## src/rtl/bus_pkg.sv

```systemverilog
// Shared bus sizing defaults and the slave receive state encoding.
package bus_pkg;

  localparam int unsigned DEF_ADDR_WIDTH  = 12;
  localparam int unsigned DEF_DATA_WIDTH  = 8;
  localparam int unsigned DEF_BURST_WIDTH = 12;

  typedef enum logic [2:0] {
    IDLE,
    RX_HDR,
    RX_DATA,
    MEM_WR,
    RD_REQ,
    RD_WAIT,
    DONE
  } state_t;

endpackage

```

## src/rtl/serial_rx_shift.sv

```systemverilog
// LSB-first serial-in/parallel-out register with bit counter; stops shifting once full.
module serial_rx_shift #(
  parameter int unsigned WIDTH = 8
) (
  input  logic             clk,
  input  logic             reset,
  input  logic             en,
  input  logic             clr,
  input  logic             din,
  output logic [WIDTH-1:0] data,
  output logic             last
);

  localparam int unsigned CW = $clog2(WIDTH + 1);

  logic [CW-1:0] count;
  logic          full;

  assign full = (count == CW'(WIDTH));
  // High while the next accepted bit completes the field.
  assign last = (count == CW'(WIDTH - 1));

  always_ff @(posedge clk) begin
    if (!reset) begin
      data  <= '0;
      count <= '0;
    end else if (clr) begin
      data  <= '0;
      count <= '0;
    end else if (en && !full) begin
      data  <= {din, data[WIDTH-1:1]};
      count <= count + 1'b1;
    end
  end

endmodule

```

## src/rtl/slave_in_port.sv

```systemverilog
// Slave-side serial bus receiver: deserialises header and write data, issues
// per-beat memory write strobes or read requests, and reports completion.
module slave_in_port
  import bus_pkg::*;
#(
  parameter int unsigned ADDR_WIDTH  = DEF_ADDR_WIDTH,
  parameter int unsigned DATA_WIDTH  = DEF_DATA_WIDTH,
  parameter int unsigned BURST_WIDTH = DEF_BURST_WIDTH
) (
  input  logic                  clk,
  input  logic                  reset,
  input  logic                  master_valid,
  input  logic                  write_en,
  input  logic                  read_en,
  input  logic                  rx_address,
  input  logic                  rx_burst_num,
  input  logic                  rx_data,
  input  logic                  slave_busy,
  input  logic                  read_ack,
  output logic                  slave_ready,
  output logic                  rx_done,
  output logic [ADDR_WIDTH-1:0] mem_address,
  output logic [DATA_WIDTH-1:0] mem_wdata,
  output logic                  mem_we,
  output logic                  read_req,
  output logic                  proto_err
);

  state_t state_q, state_d;

  logic                   is_write_q;
  logic [BURST_WIDTH-1:0] beats_q;
  logic [ADDR_WIDTH-1:0]  cur_addr_q;

  logic [ADDR_WIDTH-1:0]  addr_sr;
  logic [BURST_WIDTH-1:0] burst_sr;
  logic [DATA_WIDTH-1:0]  data_sr;
  logic                   addr_last, burst_last, data_last;
  logic [ADDR_WIDTH-1:0]  addr_val;
  logic [BURST_WIDTH-1:0] burst_val;

  logic start, illegal, hdr_en, hdr_clr, hdr_end;
  logic data_en, data_clr, data_end, strobe, ack, beats_last;
  logic ready_d, we_d, req_d, done_d, err_d;

  assign start      = (state_q == IDLE) && master_valid && (write_en ^ read_en);
  assign illegal    = (state_q == IDLE) && master_valid && write_en && read_en;
  assign hdr_en     = start || ((state_q == RX_HDR) && master_valid);
  assign hdr_clr    = (state_q != IDLE) && (state_q != RX_HDR);
  assign hdr_end    = (state_q == RX_HDR) && master_valid && addr_last && burst_last;
  assign data_en    = (state_q == RX_DATA) && master_valid;
  assign data_end   = data_en && data_last;
  assign strobe     = (state_q == MEM_WR) && !slave_busy;
  assign data_clr   = strobe || ((state_q != RX_DATA) && (state_q != MEM_WR));
  assign ack        = (state_q == RD_WAIT) && read_ack;
  assign beats_last = (beats_q == BURST_WIDTH'(1));

  // Header fields are taken on the edge of their final bit, so fold that bit in here.
  assign addr_val  = {rx_address, addr_sr[ADDR_WIDTH-1:1]};
  assign burst_val = {rx_burst_num, burst_sr[BURST_WIDTH-1:1]};

  serial_rx_shift #(.WIDTH(ADDR_WIDTH)) u_addr_sr (
    .clk(clk), .reset(reset), .en(hdr_en), .clr(hdr_clr),
    .din(rx_address), .data(addr_sr), .last(addr_last)
  );

  serial_rx_shift #(.WIDTH(BURST_WIDTH)) u_burst_sr (
    .clk(clk), .reset(reset), .en(hdr_en), .clr(hdr_clr),
    .din(rx_burst_num), .data(burst_sr), .last(burst_last)
  );

  serial_rx_shift #(.WIDTH(DATA_WIDTH)) u_data_sr (
    .clk(clk), .reset(reset), .en(data_en), .clr(data_clr),
    .din(rx_data), .data(data_sr), .last(data_last)
  );

  always_ff @(posedge clk) begin
    if (!reset) state_q <= IDLE;
    else        state_q <= state_d;
  end

  always_comb begin
    state_d = state_q;
    unique case (state_q)
      IDLE:    if (start) state_d = RX_HDR;
      RX_HDR:  if (hdr_end) state_d = is_write_q ? RX_DATA : RD_REQ;
      RX_DATA: if (data_end) state_d = MEM_WR;
      MEM_WR:  if (strobe) state_d = beats_last ? DONE : RX_DATA;
      RD_REQ:  state_d = RD_WAIT;
      RD_WAIT: if (ack) state_d = beats_last ? DONE : RD_REQ;
      DONE:    state_d = IDLE;
      default: state_d = IDLE;
    endcase
  end

  always_comb begin
    ready_d = (state_d == IDLE) || (state_d == RX_HDR) || (state_d == RX_DATA);
    we_d    = strobe;
    req_d   = (state_q == RD_REQ);
    done_d  = (state_q == DONE);
    err_d   = illegal;
  end

  // mem_address presents the beat being issued; cur_addr_q runs one beat ahead.
  always_ff @(posedge clk) begin
    if (!reset) begin
      is_write_q  <= 1'b0;
      beats_q     <= '0;
      cur_addr_q  <= '0;
      mem_address <= '0;
      mem_wdata   <= '0;
      slave_ready <= 1'b0;
      mem_we      <= 1'b0;
      read_req    <= 1'b0;
      rx_done     <= 1'b0;
      proto_err   <= 1'b0;
    end else begin
      slave_ready <= ready_d;
      mem_we      <= we_d;
      read_req    <= req_d;
      rx_done     <= done_d;
      proto_err   <= err_d;
      if (start) is_write_q <= write_en;
      if (hdr_end) begin
        cur_addr_q  <= addr_val;
        mem_address <= addr_val;
        beats_q     <= (burst_val == '0) ? BURST_WIDTH'(1) : burst_val;
      end
      if (strobe) begin
        mem_address <= cur_addr_q;
        mem_wdata   <= data_sr;
        cur_addr_q  <= cur_addr_q + 1'b1;
        beats_q     <= beats_q - 1'b1;
      end
      if (state_q == RD_REQ) mem_address <= cur_addr_q;
      if (ack) begin
        cur_addr_q <= cur_addr_q + 1'b1;
        beats_q    <= beats_q - 1'b1;
      end
    end
  end

endmodule

```

## config.mk

```make
export PLATFORM = sky130hd
export DESIGN_NAME = slave_in_port
export DESIGN_NICKNAME = d
export VERILOG_FILES = /design/src/rtl/bus_pkg.sv /design/src/rtl/serial_rx_shift.sv /design/src/rtl/slave_in_port.sv
export SDC_FILE = /design/constraint.sdc
export NUM_CORES = 1
export LEC_CHECK = 0
export BUFFER_PORTS_ARGS = -buffer_cell sky130_fd_sc_hd__buf_4
export CAP_MARGIN = 20
export CORE_MARGIN = 2
export CORE_UTILIZATION = 38
export DETAILED_ROUTE_END_ITERATION = 10
export GPL_TIMING_DRIVEN = 0
export HOLD_SLACK_MARGIN = 0.12
export PLACE_DENSITY = 0.56
export SYNTH_ARGS = -nofsm -noshare
export SYNTH_HDL_FRONTEND = slang
export SYNTH_SLANG_ARGS = --single-unit
export TNS_END_PERCENT = 30
```

## constraint.sdc

```tcl
create_clock -name clk -period 2.4 [get_ports clk]
set_input_delay 0.12 -clock clk [delete_from_list [all_inputs] [get_ports clk]]
set_output_delay 0.12 -clock clk [all_outputs]
set_load 0.03 [all_outputs]
```

==> metrics, run 1 <==
run status=finished, final reports clean; mean routed wirelength per cell=15.9 um; number of I/O port buffers=32; vias in the first global route=3515; Peak VDD IR=0.297 mV; worst hold margin=183 ps; Detailed Route WL=10.6 mm; CTS root buffer=clkbuf_8; Synth Net Count=491; Slew HR=0.573; clk slew on worst S/H paths=80 ps; Seq/Total Area, Yosys=0.453; DR iter-0 viols=226; synthesized instance count=472; EDFF count, synth=0; drt via density=5.50; # Post-CTS Setup Buffers=0; crit path DAT=2510 ps; Post-Layout Cell Count=664; commonest non-fill, non-tap cell in the layout=dfxtp_1; CTS Buf Count=9; drt first pass iters=5; RSZ-0062 raised after global routing=no; synth unique cells=56; setup TNS=0 ps; HP Class=in2reg; Most used DFF post-synth=dfxtp_1; Die Y-Extent=109 um; pin count of the biggest net entering global routing=15; Cell Pwr Density=577 nW/um^2; Setup-failing EPs final=0; dpl hpwl=7.63 mm; Placement Setup Slack=179 ps; Final WS setup=178 ps; DIE AREA=11900 um^2; Worst-Skew Late Latency=360 ps; final slew viol count=0; slew of the pin with the lowest slew margin=641 ps; number of synthesized register bits=95; Placed Cells=644; Max-Cap Viols=0; final critical-path required period=2220 ps; DR vias=3649; Synth warnings=0; Final Net Count=539; Syn Area/Cell=8.90 um^2; GRT Util Overall=0.194; CP max FO=10; Antenna Nets Post-Route=0; GRT overflow=0; diode count=0; Core ar.=10800 um^2; Post-Place Cell Area=4610 um^2; most frequent cells in the layout=95 x dfxtp_1, 55 x nand2_1, 45 x nor2_1; std cell rows=38; final hold violation count=0; GP Congestion=0.837; global-route wire length before repair=18.0 mm; Die X=109 um; element type at the critical path start=register; Fin Clk Skew=7.42 ps; highest clock rate=450 MHz; Syn Std Cell Area=4200 um^2; CP endpoint kind=register; I/O pins=35; critical path class=reg2reg; Tcrit/Tclk final=0.926; DRC errors left=0; area delta synth->final=15.4%; CTS tree=built; CTS Sinks=95; Initial Util=0.389; clk buf depth=2; H-tree levels=3; initial antenna violation count=0; Leak Pwr=0.00189 uW; Synth async-reset ratio=0; Finished Cell Area=4850 um^2; Critical Path RT=2690 ps; share of cells above drive strength 1=0.120
metal layers:
layer | up-vias | track usage | part of all wire
met5 | - | 0 | 0
met4 | 0 | 0.0641 | 0.017
met3 | 15 | 0.0347 | 0.039
met2 | 69 | 0.304 | 0.46
met1 | 1754 | 0.269 | 0.49
li1 | 1811 | - | -
report_power, final:
group	switching, uW	total (uW)	internal [uW]	leakage (uW)
Sequential	12.1	1600	1590	0.000766
Combinational	103	170	66.4	0.00104
Clock	547	1020	478	0.0000827
Total	662	2800	2130	0.00189
cell families (layout without fill, tap and decap cells):
family / count (synthesis) / after routing / synth area share
simple gates: 176 / 176 / 0.209
compound gates: 107 / 107 / 0.174
flops: 95 / 95 / 0.453
buf+inv: 45 / 97 / 0.0435
mux: 35 / 35 / 0.0834
fa+ha+maj: 9 / 9 / 0.0268
xor+xnor: 5 / 5 / 0.0104
cell usage after synthesis (2+ instances only):
| library cell | count | area share |
|---|---|---|
| dfxtp_1 | 95 | 0.45 |
| nand2_1 | 55 | 0.049 |
| nor2_1 | 45 | 0.040 |
| mux2i_1 | 35 | 0.083 |
| a31oi_1 | 22 | 0.033 |
| clkbuf_1 | 22 | 0.020 |
| a21oi_1 | 21 | 0.025 |
| o21ai_0 | 18 | 0.021 |
| nand3_1 | 16 | 0.019 |
| inv_1 | 14 | 0.013 |
| o211ai_1 | 10 | 0.018 |
| or3_1 | 10 | 0.015 |
| ha_1 | 9 | 0.027 |
| nor3_1 | 9 | 0.011 |
| buf_2 | 7 | 0.0083 |
| o311ai_0 | 6 | 0.013 |
| and2_1 | 5 | 0.0074 |
| a2bb2oi_1 | 4 | 0.0083 |
| and3_1 | 4 | 0.0060 |
| nand4_1 | 4 | 0.0060 |
| nor4_1 | 4 | 0.0060 |
| a311oi_1 | 3 | 0.0063 |
| and4_1 | 3 | 0.0063 |
| nand4b_1 | 3 | 0.0063 |
| nor2b_1 | 3 | 0.0045 |
| xnor2_1 | 3 | 0.0063 |
| a2111oi_0 | 2 | 0.0042 |
| a211oi_1 | 2 | 0.0036 |
| a221oi_1 | 2 | 0.0042 |
| nand2b_1 | 2 | 0.0030 |
| nand4bb_1 | 2 | 0.0054 |
| o2111ai_1 | 2 | 0.0042 |
| o2111ai_2 | 2 | 0.0072 |
| o21a_1 | 2 | 0.0036 |
| o22ai_1 | 2 | 0.0030 |
| o2bb2a_1 | 2 | 0.0048 |
| or4_1 | 2 | 0.0036 |
| xor2_1 | 2 | 0.0042 |
flip-flops by register name, indices dropped and copies added, names as in the netlist, 3 cells and up:
name / count
beats_q: 12
u_data_sr.count: 4
u_data_sr.data: 8
state_q: 3
u_burst_sr.data: 11
mem_wdata: 8
u_addr_sr.count: 4
mem_address: 12
u_addr_sr.data: 11
cur_addr_q: 12
u_burst_sr.count: 4
critical path: stages, from the launching register on:
cell and delay, ps:
dfxtp_1 380, ha_1 190, nand4b_1 200, nor3_1 460, clkbuf_1 520, nand2_1 190
a31oi_1 200
per-stage QoR:
step	total power, uW	utilization
6_report	2800	0.449
5_1_grt	2910	0.449
4_1_cts	2830	0.449
3_5_place_dp	1800	0.428
3_3_place_gp	1800	0.428
2_1_floorplan	1750	-
worst paths after layout:
path,startpoint,end,slack [ps],cells after the start
worst min-delay path,slave_busy,slave_ready,180,4
worst max register to register,u_addr_sr.count[1],mem_address[1],180,6
worst max-delay path,u_addr_sr.count[1],mem_address[1],180,6
worst min register to register,mem_wdata[4],mem_wdata[4],460,2
cell type report:
cell class              count  area [um^2]
fillers                  1070         5950
well taps                 140          175
flip-flops and latches     95         1900
multi-input cells         332         2110
clock buffers              12          135
inverters                  14         52.6
plain buffers              31          133
clock inverters             3         45.0
repair buffers             37          290
what timing repair did:
| action | CTS | global route |
|---|---|---|
| hold buffers | 5 | 0 |
| resized for setup | 0 | 4 |
| endpoints found under the setup margin | 0 | 3 |
| endpoints found under the hold margin | 8 | 0 |
Note: power is estimated with default switching activity, not from simulation.
==> run 2: changes to the inputs <==
- GPL_TIMING_DRIVEN: 0 -> not set
==> run 2 against run 1 <==
Compared with the run above: routed wire length fell by 9.4%; total power grew 2.9%; utilization up 0.26 points; fmax rose by 6.4%; clock power rose by 9%; worst setup slack better by 130 ps; final cell count shrank 2.4%; hold slack gained 5.2 ps; sequential power is essentially flat; critical path depth fell by 1; highest routed layer unchanged; combinational power down 5%.
==> metrics, run 2 (synthesis results as in run 1) <==
run status=finished, final reports clean; Fin Clk Skew=6.63 ps; slew of the pin with the lowest slew margin=927 ps; area taken by multi-input logic gates=2130 um^2; I/O pins=35; met3 Resource Use GR=0.0371; dpl hpwl=6.60 mm; Gate power share=0.056; Core ar.=10800 um^2; Peak VDD IR=0.297 mV; CP endpoint kind=register; worst hold margin=189 ps; Critical Path RT=2670 ps; Worst-Skew Late Latency=370 ps; Die X=109 um; number of I/O port buffers=34; Cell Pwr Density=590 nW/um^2; clock power share=0.386; worst hold path depth=4; Top Usage Layer GRT=met2; DRC errors left=0; Die Y-Extent=109 um; Flop pwr share=0.558; Antenna Nets Post-Route=0; H-tree levels=3; Int Power=2230 uW; Reg2Reg Depth=5; # fillers=1062; DR vias=3535; highest clock rate=479 MHz; CTS Sinks=95; post-cts sizing count=0; Setup-failing EPs final=0; Final Net Count=522; global-route wire length before repair=16.5 mm; RSZ-0062 raised after global routing=no; clk slew on worst S/H paths=90 ps; area delta synth->final=16.1%; met1 Resource Use GR=0.239; pin count of the biggest net entering global routing=32; initial antenna violation count=0; mean routed wirelength per cell=14.8 um; Initial Util=0.389; total power=2880 uW; most frequent cells in the layout=95 x dfxtp_1, 55 x nand2_1, 45 x nor2_1; crit path DAT=2350 ps; element type at the critical path start=register; setup TNS=0 ps; final slew viol count=0; CP max FO=16; biggest regs=beats_q (12), cur_addr_q (12), mem_address (12); Detailed Route WL=9.58 mm; GP Congestion=0.800; DIE AREA=11900 um^2; DR iter-0 viols=199; HP Class=in2reg; final critical-path required period=2090 ps; CTS root buffer=clkbuf_8; std cell rows=38; clk buf depth=2; Slew HR=0.381; final hold violation count=0; drt first pass iters=5; drt via density=5.46; diode count=0; switch share=0.226; Max-Cap Viols=0; M2 GR Usage=0.273; commonest non-fill, non-tap cell in the layout=dfxtp_1; switching power=652 uW; Leak Pwr=0.00191 uW; share of cells above drive strength 1=0.138; vias in the first global route=3318; CTS Buf Count=9; GRT overflow=0; area occupied by registers=1900 um^2; Tcrit/Tclk final=0.870; CTS tree=built; critical path class=reg2reg; GRT Util Overall=0.176
[run 2: worst max-delay path, cell delays in order, from the launching register on]
cell	delay, ps
dfxtp_1	490
nor4bb_2	320
buf_4	250
o2111ai_1	320
and3_2	330
o31a_1	260
[run 2: power by group through the flow]
stage / logic, uW / clock network [uW] / registers (uW)
after global placement: 155 / 0 / 1640
final: 162 / 1110 / 1600
after detailed placement: 157 / 0 / 1640
after floorplan: 109 / 0 / 1640
after CTS: 165 / 1140 / 1600
after global routing: 180 / 1210 / 1610
[run 2: routing by layer]
| layer | part of all wire | vias up |
|---|---|---|
| met3 | 0.046 | 9 |
| met5 | 0 | - |
| met1 | 0.49 | 1677 |
| met4 | 0.015 | 0 |
| met2 | 0.44 | 71 |
| li1 | - | 1778 |
[run 2: final cells by class]
type                    count  area share
multi-input cells         332       0.436
repair buffers             51      0.0842
inverters                  14      0.0108
clock inverters             3     0.00821
flip-flops and latches     95       0.390
well taps                 140      0.0359
clock buffers              13      0.0347
[run 2: timing repair]
item / in CTS / in global routing
endpoints found under the hold margin: 14 / 0
hold buffers: 6 / 0
buffers inserted: 0 / 0
endpoints found under the setup margin: 0 / 0
[run 2: stage by stage]
step	instance area, um^2	setup WS (ps)	util	std cells
after global placement	4610	372	0.427	626
after CTS	4870	312	0.452	648
after floorplan	4200	631	-	472
after global routing	4870	52.9	0.452	648
final	4870	313	0.452	648
after detailed placement	4610	327	0.427	626
[run 2: path summary, 6_finish.rpt]
| kind | startpoint | slack, ps | end |
|---|---|---|---|
| worst min-delay path | slave_busy | 190 | slave_ready |
| worst max-delay path | state_q[0] | 310 | beats_q[5] |
| worst min register to register | mem_wdata[5] | 460 | mem_wdata[5] |
| worst max register to register | state_q[0] | 310 | beats_q[5] |
==> run 3: changes to the inputs <==
- CORE_MARGIN: 2 -> 4
- SYNTH_HIERARCHICAL: not set -> 1
==> run 3 against run 2 <==
Compared with the run above: clock power up 30%; combinational power down 2%; routed wire length up 8.2%; fmax down 0.62%; sequential cell count unchanged; highest routed layer unchanged; global-route usage down 1.2 points; via count up 2.9%; final cell count up 3.1%; register-to-register slack about the same; synthesized area up 3.7%; sequential power about the same; clock skew down 2.0 ps.
==> metrics, run 3 <==
commonest non-fill, non-tap cell in the layout=dfxtp_1; Syn Std Cell Area=4360 um^2; pin count of the biggest net entering global routing=38; Worst-Skew Late Latency=340 ps; Setup-failing EPs final=0; GP Congestion=0.822; Antenna Nets Post-Route=0; worst reg2reg setup slack=300 ps; Final Net Count=542; total power=3210 uW; Worst path slowest cell=or2_2; mean routed wirelength per cell=15.5 um; CP endpoint kind=register; Synth warnings=6; clk buf depth=2; run status=finished, final reports clean; Syn Area/Cell=8.83 um^2; DRC errors left=0; dpl hpwl=7.44 mm; CP max FO=32; Core ar.=11000 um^2; RSZ-0062 raised after global routing=no; drt via density=5.44; Crit path buffers/inverters=0; most frequent cells in the layout=95 x dfxtp_1, 78 x nand2_1, 41 x buf_4; setup TNS=0 ps; H-tree levels=3; Reg2Reg Depth=7; DR iter-0 viols=207; Critical Path RT=2600 ps; DR vias=3637; initial antenna violation count=0; CTS tree=built; critical path class=reg2reg; highest clock rate=476 MHz; drt first pass iters=4; clk slew on worst S/H paths=60 ps; HP Class=in2reg; Peak VDD IR=0.611 mV; Crit path largest cell delay=570 ps; number of I/O port buffers=34; Fin Clk Skew=4.66 ps; Die X=115 um; Initial Util=0.395; CTS Buf Count=9; Die Y-Extent=115 um; I/O pins=35; area delta synth->final=16.1%; Critical Path, Cell by Cell=ha_1 -> nand2_1 -> nor2_1 -> nand4b_1 -> or2_2 -> o21ai_0 -> a311oi_1; Post-Place Cell Area=4720 um^2; vias in the first global route=3430; Worst R2R Start=u_burst_sr/count[1]; Slew HR=0.570; final slew viol count=0; Leak Pwr=0.00199 uW; Finished Cell Area=5060 um^2; RR Endpoint=cur_addr_q[2]; family with the most delay on the worst path=simple AND/OR/NAND/NOR gates; std cell rows=38; share of cells above drive strength 1=0.142; GRT overflow=0; final critical-path required period=2100 ps; global-route wire length before repair=17.2 mm; GRT Util Overall=0.164; Synth Net Count=512; biggest regs=beats_q (12), cur_addr_q (12), mem_address (12); DIE AREA=13200 um^2; Max-Cap Viols=0; Cell Pwr Density=634 nW/um^2; CTS Sinks=95; crit path DAT=2300 ps; element type at the critical path start=register; diode count=0; Critical path origin=u_burst_sr/count[1]; Levels on crit path=7; Detailed Route WL=10.4 mm; CTS root buffer=clkbuf_16; slew of the pin with the lowest slew margin=641 ps; fin util=0.459; synthesized instance count=493; Tcrit/Tclk final=0.875; post-cts sizing count=0; # Post-CTS Setup Buffers=0; crit path capture=cur_addr_q[2]; final hold violation count=0
==> run 3: stage by stage <==
step | hold WS [ps] | worst slack (ps) | instances
finish | 134 | 300 | 668
global route | 129 | 117 | 668
CTS | 122 | 318 | 668
detailed placement | 388 | 337 | 648
global placement | 378 | 409 | 648
floorplan | 234 | 386 | 493
==> run 3: per-layer routing <==
layer	track usage	up-vias	share of wire
met5	0	-	0
met4	0.0501	0	0.013
met3	0.0579	10	0.048
met2	0.255	59	0.47
met1	0.216	1709	0.47
li1	-	1859	-
==> run 3: final cells by class <==
cell class                 count  area, um^2
fill                        1109        5970
multi-input combinational    351        2240
sequential                    95        1900
timing repair buffer          46         368
clock buffer                  11         243
tap                          140         175
inverter                      20        75.1
clock inverter                 5        56.3
==> run 3: power breakdown <==
part	switching (uW)	internal [uW]
Clock	606	836
Combinational	92.9	64.7
Sequential	16.7	1590
Total	716	2490
==> run 3: timing repair <==
item                       4_1_cts  5_1_grt
hold endpoints to repair         7        0
hold buffers                     4        0
setup endpoints to repair        0        0
==> run 3: how the worst min path moves through the flow <==
stage                   from           endpoint  slack (ps)  depth (start not counted)
floorplan           write_en          proto_err         230                          2
detailed placement   rx_data  u_data_sr/data[7]         390                          3
CTS                    reset         beats_q[9]         120                          2
global route           reset         beats_q[9]         130                          2
global placement     rx_data  u_data_sr/data[7]         380                          3
finish                 reset         beats_q[9]         130                          2
